===== config.mk =====
export PLATFORM = sky130hd
export DESIGN_NAME = pixel_stream_aligner
export DESIGN_NICKNAME = d
export VERILOG_FILES = /design/src/rtl/pixel_stream_aligner.sv
export SDC_FILE = /design/constraint.sdc
export NUM_CORES = 1
export LEC_CHECK = 0
export BUFFER_PORTS_ARGS = -buffer_cell sky130_fd_sc_hd__buf_4
export CAP_MARGIN = 40
export CELL_PAD_IN_SITES_DETAIL_PLACEMENT = 1
export CELL_PAD_IN_SITES_GLOBAL_PLACEMENT = 1
export CORE_MARGIN = 2
export CORE_UTILIZATION = 35
export CTS_CLUSTER_SIZE = 12
export DETAILED_ROUTE_END_ITERATION = 8
export GPL_ROUTABILITY_DRIVEN = 0
export PLACE_DENSITY_LB_ADDON = 0.1
export SLEW_MARGIN = 20
export SYNTH_ARGS = -nofsm -noshare
export SYNTH_HDL_FRONTEND = slang
export SYNTH_SLANG_ARGS = --single-unit

===== constraint.sdc =====
create_clock -name pixel_clk -period 2.3 [get_ports pixel_clk]
set_input_delay 0.23 -clock pixel_clk [delete_from_list [all_inputs] [get_ports pixel_clk]]
set_output_delay 0.23 -clock pixel_clk [all_outputs]
set_load 0.02 [all_outputs]

===== src/rtl/pixel_stream_aligner.sv =====
// -----------------------------------------------------------------------------
// pixel_stream_aligner
//
// Aligns a framebuffer AXI-Stream pixel source to a free-running video timing
// generator. The timing (hsync/vsync/de) is the master; the stream is pulled
// one beat per active pixel once the block has locked onto a start-of-frame.
//
// State table
//   state        | meaning
//   -------------+-----------------------------------------------------------
//   SEEK         | discard non-SOF beats until an SOF beat is at the head
//   WAIT_FRAME   | hold the SOF beat until the timing reaches its first pixel
//   STREAM       | locked; one beat consumed per de_in cycle, errors checked
//
// Ports
//   pixel_clk            in   sole clock, rising edge
//   rst                  in   synchronous, active-high reset
//   s_tdata/valid/ready  AXI-Stream pixel beat handshake
//   s_tuser              in   start-of-frame marker on the first beat
//   s_tlast              in   end-of-line marker on the last beat of a line
//   hsync_in/vsync_in    in   timing syncs, active low
//   de_in                in   timing data enable, active high
//   hsync_out/vsync_out/de_out  out  timing delayed by one cycle
//   rgb_out              out  pixel aligned with de_out
//   locked               out  high while the block is in STREAM
//   err_pulse            out  one-cycle pulse per error event
//   err_count            out  saturating count of error events
// -----------------------------------------------------------------------------
module pixel_stream_aligner #(
    parameter int                 DATA_W      = 24,
    parameter logic [DATA_W-1:0]  BLANK_COLOR = {DATA_W{1'b0}}
) (
    input  logic              pixel_clk,
    input  logic              rst,
    input  logic [DATA_W-1:0] s_tdata,
    input  logic              s_tvalid,
    output logic              s_tready,
    input  logic              s_tuser,
    input  logic              s_tlast,
    input  logic              hsync_in,
    input  logic              vsync_in,
    input  logic              de_in,
    output logic              hsync_out,
    output logic              vsync_out,
    output logic              de_out,
    output logic [DATA_W-1:0] rgb_out,
    output logic              locked,
    output logic              err_pulse,
    output logic [15:0]       err_count
);

    typedef enum logic [1:0] {
        ST_SEEK       = 2'd0,
        ST_WAIT_FRAME = 2'd1,
        ST_STREAM     = 2'd2
    } state_t;

    state_t              r_state;
    state_t              w_state_nxt;

    logic                r_sof_pending;
    logic                r_de_d;
    logic                r_cons_d;
    logic                r_last_tlast;

    logic                r_hsync;
    logic                r_vsync;
    logic                r_de;
    logic [DATA_W-1:0]   r_rgb;
    logic                r_locked;
    logic                r_err_pulse;
    logic [15:0]         r_err_count;

    logic                w_frame_start;
    logic                w_ready;
    logic                w_consume;
    logic                w_err_underflow;
    logic                w_err_sof;
    logic                w_err_eol_fall;
    logic                w_err_eol_early;
    logic                w_err;

    assign w_frame_start = de_in && r_sof_pending;

    // Next state, handshake and error detection.
    always_comb begin
        w_state_nxt     = r_state;
        w_ready         = 1'b0;
        w_consume       = 1'b0;
        w_err_underflow = 1'b0;
        w_err_sof       = 1'b0;
        w_err_eol_fall  = 1'b0;
        w_err_eol_early = 1'b0;
        w_err           = 1'b0;

        case (r_state)
            ST_SEEK: begin
                // Keep an SOF beat at the head; everything else is dropped.
                w_ready = !s_tuser;
                if (s_tvalid && s_tuser) begin
                    w_state_nxt = ST_WAIT_FRAME;
                end
            end

            ST_WAIT_FRAME: begin
                w_ready = w_frame_start;
                if (w_frame_start) begin
                    if (s_tvalid) begin
                        w_consume   = 1'b1;
                        w_state_nxt = ST_STREAM;
                    end else begin
                        // The held SOF beat disappeared; start over quietly.
                        w_state_nxt = ST_SEEK;
                    end
                end
            end

            ST_STREAM: begin
                w_ready = de_in;
                if (de_in) begin
                    if (s_tvalid) begin
                        w_consume = 1'b1;
                        w_err_sof = (s_tuser != w_frame_start);
                    end else begin
                        w_err_underflow = 1'b1;
                    end
                end
                // Line ended without the stream marking it as ended.
                w_err_eol_fall  = !de_in && r_de_d && !r_last_tlast;
                // Stream ended the line while the timing is still active.
                w_err_eol_early = de_in && r_cons_d && r_last_tlast;
                w_err = w_err_underflow || w_err_sof || w_err_eol_fall || w_err_eol_early;
                if (w_err) begin
                    w_state_nxt = ST_SEEK;
                end
            end

            default: begin
                w_state_nxt = ST_SEEK;
            end
        endcase

        // Nothing is accepted while reset is held.
        if (rst) begin
            w_ready   = 1'b0;
            w_consume = 1'b0;
        end
    end

    assign s_tready = w_ready;

    always_ff @(posedge pixel_clk) begin
        if (rst) begin
            r_state       <= ST_SEEK;
            r_sof_pending <= 1'b0;
            r_de_d        <= 1'b0;
            r_cons_d      <= 1'b0;
            r_last_tlast  <= 1'b0;
            r_hsync       <= 1'b1;
            r_vsync       <= 1'b1;
            r_de          <= 1'b0;
            r_rgb         <= BLANK_COLOR;
            r_locked      <= 1'b0;
            r_err_pulse   <= 1'b0;
            r_err_count   <= 16'h0000;
        end else begin
            r_state <= w_state_nxt;

            // The first active pixel closes the pending window even if
            // vsync is still low on that same cycle.
            if (de_in) begin
                r_sof_pending <= 1'b0;
            end else if (!vsync_in) begin
                r_sof_pending <= 1'b1;
            end

            r_de_d   <= de_in;
            r_cons_d <= w_consume;
            if (w_consume) begin
                r_last_tlast <= s_tlast;
            end

            r_hsync <= hsync_in;
            r_vsync <= vsync_in;
            r_de    <= de_in;
            r_rgb   <= w_consume ? s_tdata : BLANK_COLOR;

            r_locked    <= (w_state_nxt == ST_STREAM);
            r_err_pulse <= w_err;
            if (w_err && (r_err_count != 16'hFFFF)) begin
                r_err_count <= r_err_count + 16'd1;
            end
        end
    end

    assign hsync_out = r_hsync;
    assign vsync_out = r_vsync;
    assign de_out    = r_de;
    assign rgb_out   = r_rgb;
    assign locked    = r_locked;
    assign err_pulse = r_err_pulse;
    assign err_count = r_err_count;

endmodule

==> results of run 1 <==
worst reg2reg max path, delay by kind of cell, from the launching register on:
family / cells / cell delay (ps)
simple gates: 4 / 1020
flops: 1 / 350
mux: 1 / 290
fa+ha+maj: 1 / 250
path summary, 6_finish.rpt:
check,slack (ps),end,from
worst max register to register,280,err_count[8],err_count[0]
worst max-delay path,280,err_count[8],err_count[0]
worst min register to register,510,err_count[5],err_count[5]
worst min-delay path,100,r_sof_pending,vsync_in
cells in the mapped netlist, types with 3 or more instances:
master	count
dfxtp_1	50
and2_1	27
nor2_1	13
a21oi_1	11
inv_1	8
nor2b_1	7
nor3_1	6
ha_1	5
nand2_1	5
nand3_1	5
o31ai_1	5
clkbuf_1	4
nand4_1	4
nor4_1	4
or4_1	4
and4_1	3
power by group:
group	internal (mW)	switching (mW)	total [mW]
clock network	0.326	0.307	0.634
registers	0.871	0.00498	0.876
logic	0.0570	0.0449	0.102
total	1.25	0.357	1.61
routing by layer:
layer,share of wire,up-vias,GRT usage
met2,0.46,57,0.241
met5,0,-,0
met1,0.44,824,0.205
met4,0.0091,0,0.0517
li1,-,867,-
met3,0.096,4,0.0693
cell families (layout without fill, tap and decap cells):
| family | after synthesis | after routing | synth area share |
|---|---|---|---|
| fa+ha+maj | 5 | 5 | 0.0315 |
| buf+inv | 15 | 98 | 0.0359 |
| compound gates | 33 | 33 | 0.119 |
| xor+xnor | 3 | 3 | 0.0132 |
| simple gates | 89 | 89 | 0.269 |
| flops | 50 | 50 | 0.504 |
| mux | 5 | 5 | 0.0271 |
cell type report:
cell class              instances  area, µm²  area share
well taps                      72       90.1      0.0326
clock inverters                 3       43.8      0.0159
repair buffers                 82        616       0.223
flip-flops and latches         50       1000       0.362
clock buffers                   5       68.8      0.0249
multi-input cells             135        913       0.331
inverters                       8       30.0      0.0109
metrics by stage:
step / hold WS [ps] / cell area, µm²
final: 102 / 2760
after global routing: 92.7 / 2760
after CTS: 92.1 / 2760
after detailed placement: 425 / 2650
after global placement: 418 / 2650
after floorplan: 308 / 1990
state kept, by name (all words and copies together) (netlist names):
signal / cells
rgb_out: 24
err_count: 16
r_state: 2
de_out: 1
err_pulse: 1
hsync_out: 1
locked: 1
r_cons_d: 1
r_last_tlast: 1
r_sof_pending: 1
vsync_out: 1
==> impl_metrics.py, run 1 <==
metrics = {
    "status": {
        "outcome": "complete, no violations",
    },
    "drt": {
        "detail_route.first_pass.iterations": 4,
        "drc": 0,
        "dr.first_iter.drc_count": 92,
        "viasPerCell": 4.94,
        "detail-route-antenna-nets": 0,
        "wl_per_cell_um": 13.6,
        "dr_total_vias": 1752,
        "routed_wl_um": 4830,
    },
    "setup_path": {
        "cp_cell_sequence": "ha_1, and4_1, and4b_1, nor3_2, nand4_1, mux2_2",
        "end_kind": "register",
        "max_stage_delay_ps": 410,
        "start_kind": "register",
        "cp_slowest_cell": "nor3_2",
        "path_delay_family": "simple AND/OR/NAND/NOR gates",
        "required_ps": 2500,
        "cp.depth": 6,
        "reg2reg_depth": 6,
        "critPathBufInv": 0,
        "cp_max_fo": 7,
        "crit_arrival_ps": 2220,
        "criticalPathCategory": "register to register",
    },
    "floorplanning": {
        "rows": 27,
        "initial_core_util": 0.361,
        "num_io_pins": 78,
        "core_area_um2": 5510,
        "die_w_um": 79.3,
        "dieArea_um2": 6290,
        "die_h_um": 79.3,
    },
    "logic_synthesis": {
        "synth.top_cells.by_area": "dfxtp_1 50%, and2_1 8.5%, ha_1 3.2%",
        "ys_ff_latch": 50,
        "syn_area_per_cell_um2": 9.93,
        "ys_types": 44,
        "syn_area_um2": 1990,
        "ys_seq_area_frac": 0.504,
        "postSynthCellCount": 200,
        "synth_edf_count": 0,
        "synth_top_flop_cell": "dfxtp_1",
        "synthArstFlopShare": 0,
        "synthesis.nets": 237,
        "synth_top_cell_by_area": "dfxtp_1",
        "ys_warn_count": 0,
        "yosysTopAreaCellShare": 0.504,
    },
    "global_routing": {
        "antenna_found_initial": 0,
        "grt_overflow": 0,
        "first_global_vias": 1655,
        "grt_start_max_net_pins": 32,
        "grtUsageTotal": 0.160,
        "grt_pass1_wl_um": 7950,
    },
    "final_layout": {
        "n_antenna_cell": 0,
        "finalNonFillerCells": 355,
        "layout-drive-gt1-share": 0.353,
        "finalNetCount": 319,
        "fillers": 653,
        "post-route-util": 0.502,
        "layout_commonest_cell": "buf_4",
        "layout_common_cells": "82 x buf_4, 50 x dfxtp_1, 27 x and2_1",
        "layout-area-overhead-vs-synth_pct": 39.1,
    },
    "pwr": {
        "p_per_area_nw_per_um2": 583,
        "p_leak_nw": 1.22,
        "irDropWorstVdd_mv": 0.311,
        "total_power_mw": 1.61,
    },
    "sta": {
        "max_freq_mhz": 496,
        "tightest_slew_ps": 522,
        "fin_crit_sh": 0.877,
        "setup_ws_ps": 284,
        "skew_ps": 4.73,
        "period_needed_ps": 2020,
        "rsz0062_at_grt": "no",
        "setup_viol": 0,
        "finalHoldViolCount": 0,
        "slew_viol_final": 0,
        "tns_ps": 0,
        "max_slew_margin": 0.650,
    },
    "hold_path": {
        "hold_class": "input port to register",
        "hold_depth": 2,
    },
    "placement": {
        "dp_hpwl_um": 3590,
        "numPortBuffers": 77,
        "dp.cells": 347,
        "post-place-ws_ps": 301,
    },
    "clock_network": {
        "cts-buffers-inserted": 5,
        "clockBufferDepth": 2,
        "clock_latency_ps": 300,
        "htreeDepth": 2,
        "cts_tree": "yes",
        "cts_root_buffer": "clkbuf_8",
        "clk_pin_slew_ps": 100,
        "postCtsSetupBuffers": 0,
        "hold_buffers": 0,
        "cts_resized": 0,
        "cts.sinks": 50,
    },
    "job": {
        "drv_cap": 0,
    },
}
No activity file was read; power rests on OpenSTA's default activity.
==> run 2: changes to the inputs <==
--- a/config.mk
+++ b/config.mk
@@ -5,12 +5,13 @@
 export SDC_FILE = /design/constraint.sdc
 export NUM_CORES = 1
 export LEC_CHECK = 0
+export ABC_AREA = 1
 export BUFFER_PORTS_ARGS = -buffer_cell sky130_fd_sc_hd__buf_4
 export CAP_MARGIN = 40
 export CELL_PAD_IN_SITES_DETAIL_PLACEMENT = 1
 export CELL_PAD_IN_SITES_GLOBAL_PLACEMENT = 1
 export CORE_MARGIN = 2
-export CORE_UTILIZATION = 35
+export CORE_UTILIZATION = 34
 export CTS_CLUSTER_SIZE = 12
 export DETAILED_ROUTE_END_ITERATION = 8
 export GPL_ROUTABILITY_DRIVEN = 0
==> run 2 against run 1 <==
Flip-flop and latch count is the same. Clock power shrank 12%. Via count grew 24%. Routed wire length grew 27%. Clock-buffer cell count is the same. Sequential power is essentially flat. Critical path depth is the same. Non-clock buffer count shrank 3. Critical path type is now register to output pin. Largest power group unchanged.
==> impl_metrics.py, run 2 <==
metrics = {
    "global_routing": {
        "grt_start_max_net_pins": 27,
        "antenna_found_initial": 0,
        "grt_overflow": 0,
        "first_global_vias": 2145,
        "grt_pass1_wl_um": 10400,
        "grtUsageTotal": 0.179,
    },
    "sta": {
        "period_needed_ps": 1910,
        "tns_ps": 0,
        "max_freq_mhz": 524,
        "tightest_slew_ps": 573,
        "max_slew_margin": 0.618,
        "setup_ws_ps": 390,
        "timing.hold.ws_ps": 87.2,
        "slew_viol_final": 0,
        "setup_viol": 0,
        "rsz0062_at_grt": "no",
        "finalHoldViolCount": 0,
        "skew_ps": 12.6,
        "fin_crit_sh": 0.830,
    },
    "drt": {
        "wl_per_cell_um": 13.3,
        "route.met2.wl_um": 3090,
        "routed_wl_um": 6140,
        "dr.first_iter.drc_count": 81,
        "detail_route.first_pass.iterations": 4,
        "viasPerCell": 4.69,
        "drc": 0,
        "met1_length_um": 2630,
        "detail-route-antenna-nets": 0,
        "dr_total_vias": 2164,
        "highest_layer": "met4",
        "dr_wl_met3_um": 363,
    },
    "clock_network": {
        "htreeDepth": 2,
        "cts-buffers-inserted": 5,
        "postCtsSetupBuffers": 0,
        "clockBufferDepth": 2,
        "clock_latency_ps": 320,
        "cts.sinks": 50,
        "cts_tree": "yes",
        "cts_resized": 0,
        "clk_pin_slew_ps": 100,
        "cts_root_buffer": "clkbuf_8",
        "hold_buffers": 0,
    },
    "final_layout": {
        "layout_commonest_cell": "buf_4",
        "finalNonFillerCells": 461,
        "n_antenna_cell": 0,
        "post-route-util": 0.468,
        "layout-drive-gt1-share": 0.276,
        "layout_common_cells": "79 x buf_4, 61 x nand2_1, 50 x dfxtp_1",
        "finalNetCount": 420,
        "layout-area-overhead-vs-synth_pct": 33.2,
        "largest_register_ffs": 24,
        "final_cell_area_um2": 2970,
        "fillers": 827,
    },
    "setup_path": {
        "r2r-start": "err_count[1]",
        "worstSetupStartpoint": "r_state[0]",
        "reg2reg_depth": 10,
        "reg2reg_to": "err_count[14]",
        "required_ps": 2070,
        "end_kind": "output pin",
        "crit_arrival_ps": 1680,
        "cp_max_fo": 11,
        "criticalPathCategory": "register to output pin",
        "r2r_slack_ps": 550,
        "start_kind": "register",
    },
    "placement": {
        "post-place-ws_ps": 571,
        "dpl_cell_area_um2": 2870,
        "dp.cells": 453,
        "numPortBuffers": 77,
        "dp_hpwl_um": 4570,
    },
    "logic_synthesis": {
        "postSynthCellCount": 305,
        "ys_types": 29,
        "ys_ff_latch": 50,
        "ys_warn_count": 0,
        "syn_area_per_cell_um2": 7.31,
        "synthArstFlopShare": 0,
        "synthesis.nets": 342,
        "yosysTopAreaCellShare": 0.449,
        "synth_edf_count": 0,
        "ys_seq_area_frac": 0.449,
        "syn_area_um2": 2230,
        "ys_top_cells_by_count": "61 x nand2_1, 50 x dfxtp_1, 49 x inv_1, 49 x nor2_1, 20 x nand3_1",
        "synth_top_cell_by_area": "dfxtp_1",
        "synth.top_cells.by_area": "dfxtp_1 45%, nand2_1 10%, inv_1 8.2%",
        "yosysMostFrequentCell": "nand2_1",
        "synth_top_flop_cell": "dfxtp_1",
    },
    "hold_path": {
        "hold_depth": 2,
        "hold_class": "input port to register",
        "worstHoldStart": "vsync_in",
        "whs_endpoint": "r_sof_pending",
    },
    "floorplanning": {
        "core_area_um2": 6350,
        "die_h_um": 85.0,
        "initial_core_util": 0.351,
        "die_w_um": 85.0,
        "num_io_pins": 78,
        "rows": 29,
        "dieArea_um2": 7220,
    },
    "status": {
        "outcome": "complete, no violations",
    },
    "pwr": {
        "total_power_mw": 1.55,
        "p_per_area_nw_per_um2": 522,
        "irDropWorstVdd_mv": 0.243,
        "p_leak_nw": 1.43,
    },
    "job": {
        "drv_cap": 0,
    },
}
## run 2: changes by cell type after synthesis, moves of 6 or more
cell     delta
nand4_1     +9
and2_1     -26
inv_1      +41
nor3_1      -6
nand2_1    +56
nor2_1     +36
nor2b_1     -7
nand3_1    +15
## run 2: logic make-up after synthesis
kind of cell               share of synthesized area
buffers and inverters                          0.108
adders and majority gates                     0.0281
and+or+nand+nor                                0.324
AOI/OAI and AO/OA                             0.0791
xor gates and xnor gates                      0.0118
DFF                                            0.449
## run 2: how the worst max path moves through the flow
stage                    endpoint  slack [ps]  cells past startpoint
floorplan           err_count[13]         680                     10
global placement    err_count[14]         640                     10
detailed placement  err_count[14]         570                     10
CTS                      s_tready         360                      6
global route             s_tready         190                      6
finish                   s_tready         390                      6
## run 2: area by class of cell
cell class	instances	area, µm²	share of cell area
clock buffer	5	68.8	0.0232
inverter	52	195	0.0657
sequential	50	1000	0.337
clock inverter	3	28.8	0.00969
timing repair buffer	79	593	0.200
tap	77	96.3	0.0324
multi-input combinational	195	987	0.332
## run 2: per-layer routing
layer  vias up  track usage
li1       1104            -
met1      1004        0.222
met2        51        0.304
met3         5       0.0545
met4         0       0.0433
met5         -            0
## run 2: critical path: stages (launching register included)
cell,delay [ps]
dfxtp_1,370
inv_1,90
ha_1,210
buf_4,190
a221oi_1,290
nor2_1,60
buf_4,160
## run 2: where the power goes
part / switching (mW) / internal [mW] / leakage [nW]
combinational: 0.0557 / 0.0590 / 0.974
clock: 0.335 / 0.226 / 0.0502
sequential: 0.00345 / 0.871 / 0.404
total: 0.394 / 1.16 / 1.43
==> run 3: changes to the inputs <==
--- a/config.mk
+++ b/config.mk
@@ -11,7 +11,7 @@
 export CELL_PAD_IN_SITES_DETAIL_PLACEMENT = 1
 export CELL_PAD_IN_SITES_GLOBAL_PLACEMENT = 1
 export CORE_MARGIN = 2
-export CORE_UTILIZATION = 34
+export CORE_UTILIZATION = 31
 export CTS_CLUSTER_SIZE = 12
 export DETAILED_ROUTE_END_ITERATION = 8
 export GPL_ROUTABILITY_DRIVEN = 0
==> constraint.sdc (replaced) <==
create_clock -name pixel_clk -period 1.75 [get_ports pixel_clk]
set_input_delay 0.175 -clock pixel_clk [delete_from_list [all_inputs] [get_ports pixel_clk]]
set_output_delay 0.175 -clock pixel_clk [all_outputs]
set_load 0.02 [all_outputs]
==> run 3 against run 2 <==
Core utilization shrank 1.4 points. Clock power grew 31%. Final area grew 4.8%. Critical path depth shrank 1. Clock skew shrank 7.6 ps. Final cell count grew 6.9%. Clock-buffer cell count grew 1. Routed wire length grew 3.0%. Global-route usage shrank 0.12 points. Largest power group unchanged.
==> impl_metrics.py, run 3 (synthesized netlist as in run 2, its figures left out) <==
metrics = {
    "status": {
        "outcome": "complete, no violations",
    },
    "sta": {
        "finalHoldViolCount": 0,
        "setup_viol": 0,
        "max_slew_margin": 0.783,
        "max_freq_mhz": 604,
        "slew_viol_final": 0,
        "tns_ps": 0,
        "fin_crit_sh": 0.946,
        "timing.hold.ws_ps": 49.3,
        "rsz0062_at_grt": "yes",
        "skew_ps": 4.95,
        "setup_ws_ps": 94.1,
        "period_needed_ps": 1660,
        "tightest_slew_ps": 325,
    },
    "placement": {
        "numPortBuffers": 77,
        "post-place-ws_ps": 113,
        "dp.cells": 485,
        "dp_hpwl_um": 4860,
        "dpl_cell_area_um2": 2990,
    },
    "clock_network": {
        "cts_tree": "yes",
        "cts_root_buffer": "clkbuf_8",
        "cts-buffers-inserted": 5,
        "hold_buffers": 0,
        "clockBufferDepth": 2,
        "clock_latency_ps": 300,
        "clk_pin_slew_ps": 100,
        "postCtsSetupBuffers": 0,
        "cts_resized": 0,
        "htreeDepth": 2,
        "cts.sinks": 50,
    },
    "final_layout": {
        "fillers": 878,
        "post-route-util": 0.453,
        "layout-area-overhead-vs-synth_pct": 39.7,
        "layout_commonest_cell": "buf_4",
        "layout_common_cells": "92 x buf_4, 61 x nand2_1, 49 x inv_1, 49 x nor2_1, 49 x dfxtp_1",
        "largest_register_ffs": 24,
        "finalNetCount": 433,
        "finalNonFillerCells": 493,
        "final_cell_area_um2": 3110,
        "layout-drive-gt1-share": 0.312,
        "n_antenna_cell": 0,
    },
    "drt": {
        "detail_route.first_pass.iterations": 4,
        "wl_per_cell_um": 12.8,
        "viasPerCell": 4.56,
        "dr_total_vias": 2249,
        "dr.first_iter.drc_count": 57,
        "routed_wl_um": 6320,
        "detail-route-antenna-nets": 0,
        "drc": 0,
    },
    "pwr": {
        "power_frac_comb": 0.076,
        "seqPwrFrac": 0.563,
        "internal_power_mw": 1.55,
        "p_per_area_nw_per_um2": 655,
        "total_power_mw": 2.04,
        "p_clk_frac": 0.360,
        "p_leak_nw": 1.50,
        "swShare": 0.240,
        "p_sw_mw": 0.489,
        "irDropWorstVdd_mv": 0.347,
    },
    "global_routing": {
        "first_global_vias": 2297,
        "grtUsageTotal": 0.178,
        "grt_pass1_wl_um": 10800,
        "grtUsageMet2": 0.295,
        "grt_overflow": 0,
        "use_met3": 0.0681,
        "use_met1": 0.213,
        "grt_start_max_net_pins": 23,
        "top_usage_layer": "met2",
        "antenna_found_initial": 0,
    },
    "floorplanning": {
        "rows": 30,
        "die_h_um": 88.8,
        "die_w_um": 88.8,
        "core_area_um2": 6870,
        "initial_core_util": 0.325,
        "num_io_pins": 78,
        "dieArea_um2": 7890,
    },
    "setup_path": {
        "start_kind": "register",
        "criticalPathCategory": "register to output pin",
        "end_kind": "output pin",
        "cp_max_fo": 3,
        "worstSetupStartpoint": "r_state[0]",
        "required_ps": 1570,
        "r2r-start": "err_count[0]",
        "crit_arrival_ps": 1480,
    },
    "hold_path": {
        "worstHoldStart": "vsync_in",
        "hold_class": "input port to register",
    },
    "job": {
        "drv_cap": 0,
    },
}
run 3: cell type report:
type                    instances  area, µm²  share of cell area
repair buffers                 92        691               0.222
flip-flops and latches         50       1000               0.322
inverters                      52        195              0.0627
clock inverters                 2       17.5             0.00562
clock buffers                   6       82.6              0.0265
multi-input cells             195       1010               0.323
well taps                      96        120              0.0386
run 3: metal layers:
layer  routed length, µm  up-vias
li1                    -     1128
met1                2760     1063
met2                3020       52
met3                 460        6
met4                  76        0
met5                   0        -
run 3: final timing paths:
path	endpoint	slack [ps]	depth (start not counted)
worst max register to register	err_count[14]	160	10
worst min-delay path	r_sof_pending	50	2
worst max-delay path	s_tready	90	5
worst min register to register	r_last_tlast	520	2
run 3: power by group through the flow:
stage	clock, mW	sequential (mW)	combinational (mW)
3_3_place_gp	0	1.18	0.152
2_1_floorplan	0	1.18	0.0655
5_1_grt	0.815	1.15	0.176
3_5_place_dp	0	1.18	0.155
6_report	0.735	1.15	0.155
4_1_cts	0.765	1.15	0.156
run 3: worst max-delay path: stages (launching register included):
cell,delay (ps)
dfxtp_1,370
inv_1,90
ha_1,240
a221oi_2,260
nor2_1,60
buf_4,150
